==> src/rtl/ps2_key_event_queue_if.sv <==
// Key-event stream between the PS/2 decoder and its consumer.
// Handshake: valid/ready; data = {ext, brk, code[7:0]}.
interface ps2_key_event_queue_if;
  logic       valid;
  logic       ready;
  logic [9:0] data;

  modport master (output valid, output data, input ready);
  modport slave  (input valid, input data, output ready);
endinterface

==> src/rtl/ps2_key_event_queue.sv <==
// PS/2 set-2 keyboard front end: filtered receiver, prefix assembler,
// held-key repeat filter and an event FIFO drained over valid/ready.
// rx state | meaning           asm state | meaning
// IDLE     | wait start bit    IDLE      | no prefix seen
// DATA     | 8 data bits       E0 / F0   | extended / break prefix
// PARITY   | odd parity bit    E0F0      | extended break prefix
// STOP     | stop bit          PAUSE     | swallowing the E1 pause sequence
module ps2_key_event_queue #(
  parameter int FIFO_DEPTH      = 8,
  parameter int MAX_HELD        = 6,
  parameter int SUPPRESS_REPEAT = 1,
  parameter int FILTER_LEN      = 8,
  parameter int TIMEOUT_CYC     = 50000
) (
  input  logic                          clk,
  input  logic                          clrn,
  input  logic                          en_i,
  input  logic                          ps2_clk_i,
  input  logic                          ps2_data_i,
  ps2_key_event_queue_if.master         evt,
  output logic [$clog2(FIFO_DEPTH):0]   fifo_count_o,
  output logic [$clog2(MAX_HELD+1)-1:0] held_count_o,
  output logic                          overrun_o,
  output logic                          held_ovf_o,
  output logic [7:0]                    frame_err_cnt_o,
  input  logic                          clr_err_i
);
  localparam int AW  = $clog2(FIFO_DEPTH);
  localparam int CW  = AW + 1;
  localparam int HCW = $clog2(MAX_HELD + 1);
  localparam int HIW = (MAX_HELD > 1) ? $clog2(MAX_HELD) : 1;
  localparam int FW  = $clog2(FILTER_LEN + 1);
  localparam int TW  = $clog2(TIMEOUT_CYC + 1);
  localparam logic [FW-1:0] FLT_LOAD  = FW'(FILTER_LEN - 1);
  localparam logic [TW-1:0] TMR_LOAD  = TW'(TIMEOUT_CYC - 1);
  localparam logic [CW-1:0] FIFO_FULL = CW'(FIFO_DEPTH);

  typedef enum logic [1:0] {RX_IDLE, RX_DATA, RX_PARITY, RX_STOP} rx_state_e;
  typedef enum logic [2:0] {AS_IDLE, AS_E0, AS_F0, AS_E0F0, AS_PAUSE} as_state_e;

  logic [1:0]    clk_sync_q, data_sync_q;
  logic          flt_clk_q;
  logic [FW-1:0] flt_cnt_q;
  logic          fall;

  // Synchronisers idle high so a reset during bus idle creates no edge.
  always_ff @(posedge clk or negedge clrn) begin
    if (!clrn) begin
      clk_sync_q  <= 2'b11;
      data_sync_q <= 2'b11;
      flt_clk_q   <= 1'b1;
      flt_cnt_q   <= FLT_LOAD;
    end else begin
      clk_sync_q  <= {clk_sync_q[0], ps2_clk_i};
      data_sync_q <= {data_sync_q[0], ps2_data_i};
      if (clk_sync_q[1] == flt_clk_q) begin
        flt_cnt_q <= FLT_LOAD;
      end else if (flt_cnt_q == '0) begin
        flt_clk_q <= clk_sync_q[1];
        flt_cnt_q <= FLT_LOAD;
      end else begin
        flt_cnt_q <= flt_cnt_q - 1'b1;
      end
    end
  end

  assign fall = flt_clk_q && !clk_sync_q[1] && (flt_cnt_q == '0);

  rx_state_e     rx_state_q, rx_state_d;
  logic [7:0]    rx_sr_q, rx_sr_d;
  logic [2:0]    rx_bcnt_q, rx_bcnt_d;
  logic          rx_par_q, rx_par_d;
  logic [TW-1:0] rx_tmr_q, rx_tmr_d;
  logic          rx_stb_q, rx_stb_d;
  logic          rx_err;

  always_ff @(posedge clk or negedge clrn) begin
    if (!clrn) begin
      rx_state_q <= RX_IDLE;
      rx_sr_q    <= '0;
      rx_bcnt_q  <= '0;
      rx_par_q   <= 1'b0;
      rx_tmr_q   <= TMR_LOAD;
      rx_stb_q   <= 1'b0;
    end else begin
      rx_state_q <= rx_state_d;
      rx_sr_q    <= rx_sr_d;
      rx_bcnt_q  <= rx_bcnt_d;
      rx_par_q   <= rx_par_d;
      rx_tmr_q   <= rx_tmr_d;
      rx_stb_q   <= rx_stb_d;
    end
  end

  always_comb begin
    rx_state_d = rx_state_q;
    rx_sr_d    = rx_sr_q;
    rx_bcnt_d  = rx_bcnt_q;
    rx_par_d   = rx_par_q;
    rx_tmr_d   = (rx_tmr_q != '0) ? rx_tmr_q - 1'b1 : rx_tmr_q;
    rx_stb_d   = 1'b0;
    rx_err     = 1'b0;
    if (fall) rx_tmr_d = TMR_LOAD;
    if (!en_i) begin
      rx_state_d = RX_IDLE;
      rx_tmr_d   = TMR_LOAD;
    end else begin
      case (rx_state_q)
        RX_IDLE: begin
          rx_tmr_d = TMR_LOAD;
          if (fall && !data_sync_q[1]) begin
            rx_state_d = RX_DATA;
            rx_bcnt_d  = '0;
          end
        end
        RX_DATA: if (fall) begin
          rx_sr_d   = {data_sync_q[1], rx_sr_q[7:1]};
          rx_bcnt_d = rx_bcnt_q + 1'b1;
          if (rx_bcnt_q == 3'd7) rx_state_d = RX_PARITY;
        end
        RX_PARITY: if (fall) begin
          rx_par_d   = data_sync_q[1];
          rx_state_d = RX_STOP;
        end
        RX_STOP: if (fall) begin
          rx_state_d = RX_IDLE;
          if (data_sync_q[1] && (^{rx_sr_q, rx_par_q})) rx_stb_d = 1'b1;
          else                                          rx_err   = 1'b1;
        end
        default: rx_state_d = RX_IDLE;
      endcase
      if (rx_state_q != RX_IDLE && !fall && rx_tmr_q == '0) begin
        rx_state_d = RX_IDLE;
        rx_err     = 1'b1;
      end
    end
  end

  as_state_e  as_state_q, as_state_d;
  logic [2:0] pause_cnt_q, pause_cnt_d;
  logic       pend_vld_q, pend_vld_d;
  logic       pend_raw_q, pend_raw_d;
  logic [9:0] pend_data_q, pend_data_d;
  logic       as_ext, as_brk;

  always_ff @(posedge clk or negedge clrn) begin
    if (!clrn) begin
      as_state_q  <= AS_IDLE;
      pause_cnt_q <= '0;
      pend_vld_q  <= 1'b0;
      pend_raw_q  <= 1'b0;
      pend_data_q <= '0;
    end else begin
      as_state_q  <= as_state_d;
      pause_cnt_q <= pause_cnt_d;
      pend_vld_q  <= pend_vld_d;
      pend_raw_q  <= pend_raw_d;
      pend_data_q <= pend_data_d;
    end
  end

  assign as_ext = (as_state_q == AS_E0) || (as_state_q == AS_E0F0);
  assign as_brk = (as_state_q == AS_F0) || (as_state_q == AS_E0F0);

  // Pause has no break code, so its event bypasses the held-key table.
  always_comb begin
    as_state_d  = as_state_q;
    pause_cnt_d = pause_cnt_q;
    pend_vld_d  = 1'b0;
    pend_raw_d  = 1'b0;
    pend_data_d = pend_data_q;
    if (!en_i) begin
      as_state_d = AS_IDLE;
    end else if (rx_stb_q) begin
      if (as_state_q == AS_PAUSE) begin
        if (pause_cnt_q == '0) begin
          as_state_d  = AS_IDLE;
          pend_vld_d  = 1'b1;
          pend_raw_d  = 1'b1;
          pend_data_d = {2'b10, 8'h77};
        end else begin
          pause_cnt_d = pause_cnt_q - 1'b1;
        end
      end else if (rx_sr_q == 8'hE0) begin
        as_state_d = AS_E0;
      end else if (rx_sr_q == 8'hF0) begin
        as_state_d = as_ext ? AS_E0F0 : AS_F0;
      end else if (rx_sr_q == 8'hE1) begin
        as_state_d  = AS_PAUSE;
        pause_cnt_d = 3'd6;
      end else if (!(as_state_q == AS_IDLE &&
                     rx_sr_q inside {8'h00, 8'hFF, 8'hAA, 8'hFA, 8'hEE, 8'hFE})) begin
        as_state_d  = AS_IDLE;
        pend_vld_d  = 1'b1;
        pend_data_d = {as_ext, as_brk, rx_sr_q};
      end
    end
  end

  logic [MAX_HELD-1:0] held_vld_q;
  logic [8:0]          held_key_q [MAX_HELD];
  logic [HCW-1:0]      held_cnt_q;
  logic [8:0]          key;
  logic                hit, free_ok, ins, rem, hovf_set, push_req;
  logic [HIW-1:0]      hit_idx, free_idx;

  assign key = {pend_data_q[9], pend_data_q[7:0]};

  always_comb begin
    hit      = 1'b0;
    hit_idx  = '0;
    free_ok  = 1'b0;
    free_idx = '0;
    for (int i = 0; i < MAX_HELD; i++) begin
      if (held_vld_q[i] && held_key_q[i] == key) begin
        hit     = 1'b1;
        hit_idx = HIW'(i);
      end
      if (!held_vld_q[i]) begin
        free_ok  = 1'b1;
        free_idx = HIW'(i);
      end
    end
  end

  always_comb begin
    push_req = 1'b0;
    ins      = 1'b0;
    rem      = 1'b0;
    hovf_set = 1'b0;
    if (pend_vld_q && en_i) begin
      if (pend_raw_q) begin
        push_req = 1'b1;
      end else if (pend_data_q[8]) begin
        push_req = 1'b1;
        rem      = hit;
      end else if (hit) begin
        push_req = (SUPPRESS_REPEAT == 0);
      end else begin
        push_req = 1'b1;
        ins      = free_ok;
        hovf_set = !free_ok;
      end
    end
  end

  always_ff @(posedge clk or negedge clrn) begin
    if (!clrn) begin
      held_vld_q <= '0;
      held_cnt_q <= '0;
      for (int i = 0; i < MAX_HELD; i++) held_key_q[i] <= '0;
    end else if (!en_i) begin
      held_vld_q <= '0;
      held_cnt_q <= '0;
    end else if (ins) begin
      held_vld_q[free_idx] <= 1'b1;
      held_key_q[free_idx] <= key;
      held_cnt_q           <= held_cnt_q + 1'b1;
    end else if (rem) begin
      held_vld_q[hit_idx] <= 1'b0;
      held_cnt_q          <= held_cnt_q - 1'b1;
    end
  end

  logic [9:0]    mem_q [FIFO_DEPTH];
  logic [AW-1:0] wr_ptr_q, rd_ptr_q;
  logic [CW-1:0] cnt_q;
  logic          pop, push_ok, ovr_set;
  logic          overrun_q, held_ovf_q;
  logic [7:0]    err_cnt_q;

  assign pop     = evt.valid && evt.ready;
  assign push_ok = push_req && ((cnt_q != FIFO_FULL) || pop);
  assign ovr_set = push_req && (cnt_q == FIFO_FULL) && !pop;

  always_ff @(posedge clk) begin
    if (push_ok) mem_q[wr_ptr_q] <= pend_data_q;
  end

  always_ff @(posedge clk or negedge clrn) begin
    if (!clrn) begin
      wr_ptr_q <= '0;
      rd_ptr_q <= '0;
      cnt_q    <= '0;
    end else begin
      if (push_ok) wr_ptr_q <= wr_ptr_q + 1'b1;
      if (pop)     rd_ptr_q <= rd_ptr_q + 1'b1;
      if (push_ok && !pop)      cnt_q <= cnt_q + 1'b1;
      else if (!push_ok && pop) cnt_q <= cnt_q - 1'b1;
    end
  end

  // A clear in the same cycle as a new error wins.
  always_ff @(posedge clk or negedge clrn) begin
    if (!clrn) begin
      overrun_q  <= 1'b0;
      held_ovf_q <= 1'b0;
      err_cnt_q  <= '0;
    end else if (clr_err_i) begin
      overrun_q  <= 1'b0;
      held_ovf_q <= 1'b0;
      err_cnt_q  <= '0;
    end else begin
      if (ovr_set)  overrun_q  <= 1'b1;
      if (hovf_set) held_ovf_q <= 1'b1;
      if (rx_err && err_cnt_q != 8'hFF) err_cnt_q <= err_cnt_q + 1'b1;
    end
  end

  assign evt.valid       = (cnt_q != '0);
  assign evt.data        = evt.valid ? mem_q[rd_ptr_q] : '0;
  assign fifo_count_o    = cnt_q;
  assign held_count_o    = held_cnt_q;
  assign overrun_o       = overrun_q;
  assign held_ovf_o      = held_ovf_q;
  assign frame_err_cnt_o = err_cnt_q;
endmodule

==> src/flat_wrapper.sv <==
// flat-port wrapper written by rule: the top's interface ports become plain ports
module ps2_key_event_queue_flat 
#(
  parameter int FIFO_DEPTH      = 8,
  parameter int MAX_HELD        = 6,
  parameter int SUPPRESS_REPEAT = 1,
  parameter int FILTER_LEN      = 8,
  parameter int TIMEOUT_CYC     = 50000
)
  (clk, clrn, en_i, ps2_clk_i, ps2_data_i, fifo_count_o, held_count_o, overrun_o, held_ovf_o, frame_err_cnt_o, clr_err_i, evt_valid, evt_data, evt_ready);
  ps2_key_event_queue_if evt_i ();
  input  logic clk;
  input  logic clrn;
  input  logic en_i;
  input  logic ps2_clk_i;
  input  logic ps2_data_i;
  output logic [$clog2(FIFO_DEPTH):0] fifo_count_o;
  output logic [$clog2(MAX_HELD+1)-1:0] held_count_o;
  output logic overrun_o;
  output logic held_ovf_o;
  output logic [7:0] frame_err_cnt_o;
  input  logic clr_err_i;
  output wire logic [$bits(evt_i.valid)-1:0] evt_valid;
  output wire logic [$bits(evt_i.data)-1:0] evt_data;
  input wire logic [$bits(evt_i.ready)-1:0] evt_ready;
  assign evt_valid = evt_i.valid;
  assign evt_data = evt_i.data;
  assign evt_i.ready = evt_ready;
  ps2_key_event_queue #(.FIFO_DEPTH(FIFO_DEPTH), .MAX_HELD(MAX_HELD), .SUPPRESS_REPEAT(SUPPRESS_REPEAT), .FILTER_LEN(FILTER_LEN), .TIMEOUT_CYC(TIMEOUT_CYC)) u_core (.clk(clk), .clrn(clrn), .en_i(en_i), .ps2_clk_i(ps2_clk_i), .ps2_data_i(ps2_data_i), .evt(evt_i), .fifo_count_o(fifo_count_o), .held_count_o(held_count_o), .overrun_o(overrun_o), .held_ovf_o(held_ovf_o), .frame_err_cnt_o(frame_err_cnt_o), .clr_err_i(clr_err_i));
endmodule
==> config.mk <==
export PLATFORM = sky130hd
export DESIGN_NAME = ps2_key_event_queue_flat
export DESIGN_NICKNAME = d
export VERILOG_FILES = /design/src/rtl/ps2_key_event_queue_if.sv /design/src/rtl/ps2_key_event_queue.sv /design/src/flat_wrapper.sv
export SDC_FILE = /design/constraint.sdc
export NUM_CORES = 1
export LEC_CHECK = 0
export BUFFER_PORTS_ARGS = -buffer_cell sky130_fd_sc_hd__buf_2
export CORE_AREA = 4 4 144 146
export DETAILED_ROUTE_END_ITERATION = 8
export DIE_AREA = 0 0 148 150
export PLACE_DENSITY = 0.73
export SYNTH_ARGS = -nofsm -noshare
export SYNTH_HDL_FRONTEND = slang
export SYNTH_SLANG_ARGS = --single-unit
==> constraint.sdc <==
create_clock -name clk -period 3.5 [get_ports clk]
set_clock_uncertainty 0.15 [all_clocks]
set_input_delay 0.35 -clock clk [delete_from_list [all_inputs] [get_ports clk]]
set_output_delay 0.35 -clock clk [all_outputs]
set_load 0.02 [all_outputs]
Word level (Yosys, flattened, before mapping)
Memory sizes are Yosys's and may differ from the RTL's.
Index checks and enable logic that the tools add are counted.
Cells by class
  magnitude comparators: 6
  reductions and logical operators: 59
  multiplexer cells: 118
  eq/ne operators: 44
  bitwise gates (word level): 5
  $add $sub $neg: 11
Operators by type and width (count)
  $mux 10: 7
  $mux 3: 22
  $eq 8x8->1 const B: 8
  $mux 16: 4
  $mux 1: 58
  $bwmux 54: 1
  $eq 9x9->1: 6
  $demux 9 s3: 1
  $logic_and 1x1->1: 24
  $mux 2: 11
  $ne 4x2->1 const B: 5
  $mux 6: 3
  $logic_not 16->1: 1
  $mux 4: 4
  $mux 8: 2
  $reduce_bool 16->1: 1
  $sub 16x1->16 const B: 1
  $ne 2x1->1 const B: 7
  $reduce_bool 2->1: 7
  $add 3x1->3 const B: 4
  $mux 9: 1
  $reduce_and 3->1: 3
  $reduce_xor 9->1: 1
  $add 8x1->8 const B: 1
  42 further kinds: 60
Word-level totals
  memories: 1
  register bits: 141
  bits in writable memories: 80
  word-level logic and storage cells: 273
  output and inout bits: 28
Memory list
  u_core.mem_q: words 8, width 10, read ports 1, clocked after Yosys merged registers in 0, write ports 1, RTL line ps2_key_event_queue.sv:265  | logic [9:0] mem_q [FIFO_DEPTH];

Longest topological paths before layout
  depth in word-level cells: 17
  depth in mapped cells: 17
  gate-level depth less buffers: 15

Worst setup path after synthesis
OpenSTA, ideal clock, no wires.
  path type: register to register
  from: reg u_core.pend_data_q[7]
  to: mem u_core.mem_q[4][0], enable pin
  required time: 2.942 ns
  library setup time: 0.408 ns
  stages on the path, launching flop included: 10
  arrival: 2.937 ns
  setup slack: 0.005 ns
  buffers on the path: 2
  cells stage by stage: dfrtp_1 -> buf_6 -> xnor2_1 -> nand4_2 -> nor3_2 -> nor4_4 -> nand2_1 -> a21o_1 -> buf_2 -> nor4b_1
Between the ends
  cells in the longest elaborated chain, start to end: 15
  elaborated cells between the ends (all ways): 25
  classes of those cells: eq/ne: 6; mux: 12; reduce/logical: 7
RTL lines
  from (decl): RTL line ps2_key_event_queue.sv:143  | logic [9:0] pend_data_q, pend_data_d;
  from (signal assigned): RTL line ps2_key_event_queue.sv:158  | pend_data_q <= pend_data_d;
  $eq 9x9->1: RTL line ps2_key_event_queue.sv:215  | if (held_vld_q[i] && held_key_q[i] == key) begin
  $logic_and 1x1->1: RTL line ps2_key_event_queue.sv:215
  $mux 1 (5 in a row): RTL line ps2_key_event_queue.sv:215
  $mux 1 (*): RTL line ps2_key_event_queue.sv:215
  $mux 1 (*): RTL line ps2_key_event_queue.sv:237  | end else if (hit) begin
  $mux 1 (*): RTL line ps2_key_event_queue.sv:234  | end else if (pend_data_q[8]) begin
  $mux 1 (*): RTL line ps2_key_event_queue.sv:232  | if (pend_raw_q) begin
  $mux 1 (*): RTL line ps2_key_event_queue.sv:231  | if (pend_vld_q && en_i) begin
  $logic_and 1x1->1 (*): RTL line ps2_key_event_queue.sv:273  | assign push_ok = push_req && ((cnt_q != FIFO_FULL) || pop);
  $mux 1 (*): RTL line ps2_key_event_queue.sv:277  | if (push_ok) mem_q[wr_ptr_q] <= pend_data_q;
  $mux 1 (implied by the code) (*): RTL line ps2_key_event_queue.sv:277
  to (decl): RTL line ps2_key_event_queue.sv:265
Every way passes the cells marked *; elsewhere a longest branch is shown, timed or not.

Worst setup path in the final report
  from: reg u_core.pend_data_q[0]
  to: reg u_core.cnt_q[3] (netlist: u_core.fifo_count_o[3])
Between the ends
  cells in the longest elaborated chain, start to end: 16
  elaborated cells between the ends (all ways): 28
  classes of those cells: eq/ne: 6; mux: 11; reduce/logical: 11
RTL lines
  $eq 9x9->1: RTL line ps2_key_event_queue.sv:215
  $logic_and 1x1->1: RTL line ps2_key_event_queue.sv:215
  $mux 1 (5 in a row): RTL line ps2_key_event_queue.sv:215
  $mux 1 (*): RTL line ps2_key_event_queue.sv:215
  $mux 1 (*): RTL line ps2_key_event_queue.sv:237
  $mux 1 (*): RTL line ps2_key_event_queue.sv:234
  $mux 1 (*): RTL line ps2_key_event_queue.sv:232
  $mux 1 (*): RTL line ps2_key_event_queue.sv:231
  $logic_and 1x1->1 (*): RTL line ps2_key_event_queue.sv:273
  named net u_core.push_ok: RTL line ps2_key_event_queue.sv:268  | logic pop, push_ok, ovr_set;
  $logic_not 1->1: RTL line ps2_key_event_queue.sv:289  | else if (!push_ok && pop) cnt_q <= cnt_q - 1'b1;
  $logic_and 1x1->1: RTL line ps2_key_event_queue.sv:289
  $reduce_bool 2->1 (no line)
  to (signal assigned): RTL line ps2_key_event_queue.sv:288  | if (push_ok && !pop) cnt_q <= cnt_q + 1'b1;
  to (signal assigned): RTL line ps2_key_event_queue.sv:289
  to (decl): RTL line ps2_key_event_queue.sv:267  | logic [CW-1:0] cnt_q;
Mark *: on every way through the listed nets, which the timed path passes. The rest lies on a longest branch.
A chain may end at the register's enable or synchronous reset.

==> metrics.md <==
| Metric | Value |
|---|---|
| Status | `finished, final reports clean` |
| Rows | `a little over 50` |
| Critical Path RT | `about 3700 ps` |
| Yosys top cell area share | `0.301` |
| Cell chain of the critical path | `xnor2_1 -> nand4_1 -> nor3_1 -> buf_4 -> nor4_4 -> nand2_1 -> a21o_1 -> inv_1 -> ha_1 -> inv_1 -> ha_1 -> a21o_1 -> a21oi_1 -> xnor2_1 -> nor2_1 -> xor2_1` |
| Setup Viol. Count Final | `0` |
| Compound-gate portion of the synthesized area | `0.0442` |
| CP delay by family, top | `simple AND/OR/NAND/NOR gates` |
| Tmin final | `3270 ps` |
| Sw Pwr | `1080 µW` |
| Syn. warnings | `0` |
| Drt drc | `0` |
| Vias per cell | `5.56` |
| Sequential-to-total area share from yosys stat | `0.578` |
| Asr flop ratio synth | `0.638` |
| Area of the multi-input gates | `4130 µm²` |
| CTS H-tree lvls | `1` |
| NumNets Final | `864` |
| Die ar. | `around 22,000 µm²` |
| Slowest cell on crit path | `dfrtp_2` |
| Min-Delay Path Class | `primary input to flop` |
| Worst-margin pin slew | `between 900 and 1000 ps` |
| DR iter-0 viols | `about 290` |
| Largest area contributor in the netlist | `dfrtp_1` |
| Layout area overhead | `13.9%` |
| Tot Pwr | `5280 µW` |
| Global placer's final weighted congestion | `around 0.85` |
| Switch share | `0.204` |
| Setup TNS | `0 ps` |
| Unrepaired setup endpoints after global routing | `false` |
| Sequential Power Share | `0.513` |
| CTS sink count | `between 200 and 250` |
| Buffers added on ports | `34` |
| Synth Flop Type | `dfrtp_1` |
| Drt wl/cell | `18.2 µm` |
| Max Slew Vio Count | `0` |
| Adder-Cell Fraction of Synth Area | `0.0255` |
| WP data arrival | `~3500 ps` |
| Post-DP HPWL | `roughly 14 mm` |
| Tcrit/Tclk final | `0.935` |
| Starting Density | `0.531` |
| Internal power component | `4200 µW` |
| Final hold violation count | `0` |
| Pwr Density | `449 nW/µm²` |
| MaxCap Viol Count | `0` |
| Mapped cell area | `10,300 µm²` |
| GRT Util Overall | `0.190` |
| Largest net degree at the start of global routing | `84` |
| Dpl ws | `62.4 ps` |
| Final wirelength | `roughly 20 mm` |
| Worst-path clk slew | `60 ps` |
| Combinational share of power | `0.018` |
| First-pass DRT Iterations | `4` |
| Clock Power Share | `0.469` |
| Die H | `150 µm` |
| ANT cells | `0` |
| Final WS setup | `229 ps` |
| Leakage | `0.00483 µW` |
| Maximum VDD drop | `roughly 0.00032 V` |
| Post-DRT Antenna Nets | `0` |
| Mux contribution to synthesized area | `0.132` |
| Cell variety after synth | `65` |
| FF/Latch Area | `between 5000 and 6000 µm²` |
| Worst setup SP type | `flop` |
| Bufs on Longest Clock Path | `3` |
| Fill cell count | `1,498` |
| Core Region | `19,400 µm²` |
| CTS tree | `done` |
| Remaining global-route overflow | `0` |
| WS Path Type | `flop to flop` |
| Layout cell share with drive strength beyond 1 | `0.276` |
| Simple-Gate Fraction of Synth Area | `0.119` |
| Synth cell count leaders | `124 x dfrtp_1, 80 x edfxtp_1, 73 x xnor2_1, 56 x nor2_1, 55 x mux2_2` |
| Root Buffer | `clkbuf_16` |
| Die width | `148 µm` |
| Crit path largest cell delay | `520 ps` |
| Syn Nets | `about 800` |
| Fmax | `0.306 GHz` |
| XOR/XNOR Fraction of Synth Area | `0.0761` |
| WHS | `about 200 ps` |
| First-pass GRT wire length | `about 34 mm` |
| Largest family of logic cells by synthesized area | `multiplexers` |
| CP Max Fanout | `13` |
| Initial antenna violation count | `0` |
| CP endpoint kind | `flop` |
| Top Ports | `35` |
| Ranking of synthesized cells by area | `dfrtp_1 30%, edfxtp_1 23%, xnor2_1 6.2%, mux2_2 6.0%, mux4_2 4.4%` |
| Mapped Avg Cell Area | `about 13 µm²` |
| Crit path buf inv count | `3` |
| Top-count cell post-synth | `dfrtp_1` |
| Via Count | `6,230` |
| Seq cells post-synth | `221` |
| Relative slew slack | `0.373` |
| Worst-skew pair later-pin latency | `510 ps` |
| Vias in the first global route | `~6,700` |
| Inserted Clock Buffers | `23` |
| Mapped Cells | `between 700 and 800` |
| Number of synthesized flops with an enable pin | `80` |
## per-layer routing
| layer | part of all wire | track usage | routed length [µm] | up-vias |
|---|---|---|---|---|
| met4 | 0.023 | 0.0499 | 462 | 0 |
| met5 | 0 | 0 | 0 | - |
| met3 | 0.038 | 0.0267 | 767 | 31 |
| li1 | - | - | - | 2921 |
| met2 | 0.51 | 0.338 | 10500 | 119 |
| met1 | 0.43 | 0.248 | 8670 | 3159 |
## flip-flops by register name, indices dropped and copies added, names as in the netlist, 2 cells and up
name,cells
u_core.rx_sr_q,8
u_core.fifo_count_o,4
u_core.rx_tmr_q,16
u_core.clk_sync_q,2
u_core.frame_err_cnt_o,8
u_core.rx_bcnt_q,3
u_core.held_vld_q,6
u_core.data_sync_q,2
u_core.flt_cnt_q,4
u_core.wr_ptr_q,3
u_core.held_key_q,54
u_core.rx_state_q,2
u_core.mem_q,80
u_core.as_state_q,3
u_core.rd_ptr_q,3
u_core.pause_cnt_q,3
u_core.held_count_o,3
u_core.pend_data_q,10
## logic make-up after synthesis
family                     Yosys count
xor gates and xnor gates            88
DFF                                221
adders and majority gates           20
buffers and inverters               56
and+or+nand+nor                    223
muxes                              100
AOI/OAI and AO/OA                   70
## layout by cell type (no fill, tap or decap), types with 6 or more instances in the layout
cell type	n
a21oi_1	17
a31oi_1	6
and3_1	8
buf_2	33
buf_4	26
clkbuf_16	23
dfrtp_1	115
dfrtp_2	9
dfstp_2	17
edfxtp_1	80
ha_1	17
inv_1	25
mux2_2	55
mux2_4	9
mux2i_1	16
mux4_2	20
nand2_1	48
nand2b_1	8
nand3_1	12
nand4_1	16
nor2_1	56
nor3_1	22
nor4_1	6
o21ai_0	21
or3_1	7
xnor2_1	73
xor2_1	14
## timing repair
item | in CTS | in global routing
hold buffers | 5 | 0
setup endpoints to repair | 0 | 1
setup buffers | 0 | 1
hold endpoints to repair | 78 | 0
resized for setup | 0 | 10
## worst paths after layout
path | endpoint | slack, ps | from | cells after the start
max in group asynchronous | u_core.pend_data_q[4] | 2090 | clrn | 3
min | u_core.overrun_o | 200 | en_i | 4
max | u_core.fifo_count_o[3] | 230 | u_core.pend_data_q[0] | 16
min reg2reg | u_core.clk_sync_q[1] | 210 | u_core.clk_sync_q[0] | 0
min in group asynchronous | u_core.rx_tmr_q[7] | 300 | clrn | 2
max reg2reg | u_core.fifo_count_o[3] | 230 | u_core.pend_data_q[0] | 16
## power groups by stage
stage / Sequential [µW] / Combinational [µW] / Clock (µW)
final: 2710 / 92.5 / 2480
after global routing: 2710 / 106 / 2670
after CTS: 2710 / 95.7 / 2540
after detailed placement: 2760 / 90.7 / 0
after global placement: 2750 / 83.6 / 0
after floorplan: 2750 / 39.3 / 0
## metrics by stage
stage               cell area [µm²]   util  cells
floorplan                     10300      -    778
global placement              10900  0.561   1072
detailed placement            10900  0.561   1072
CTS                           11700  0.604   1119
global route                  11700  0.605   1120
finish                        11700  0.605   1120
## worst reg2reg max path, delay by kind of cell, from the launching register on
family                   cells  cell delay [ps]
flip-flops                   1              520
buffers and inverters        3              300
adder cells (fa/ha/maj)      2              460
XOR/XNOR                     3              470
AND/OR/NAND/NOR              5              700
AO/OA/AOI/OAI                3              540
## final cells by class
cell class              count  share of cell area
well taps                 265              0.0282
repair buffers             66              0.0376
flip-flops and latches    221               0.508
clock inverters            11              0.0111
multi-input cells         501               0.351
inverters                  25             0.00799
clock buffers              31              0.0558
Power figures use the tool's default switching activity.
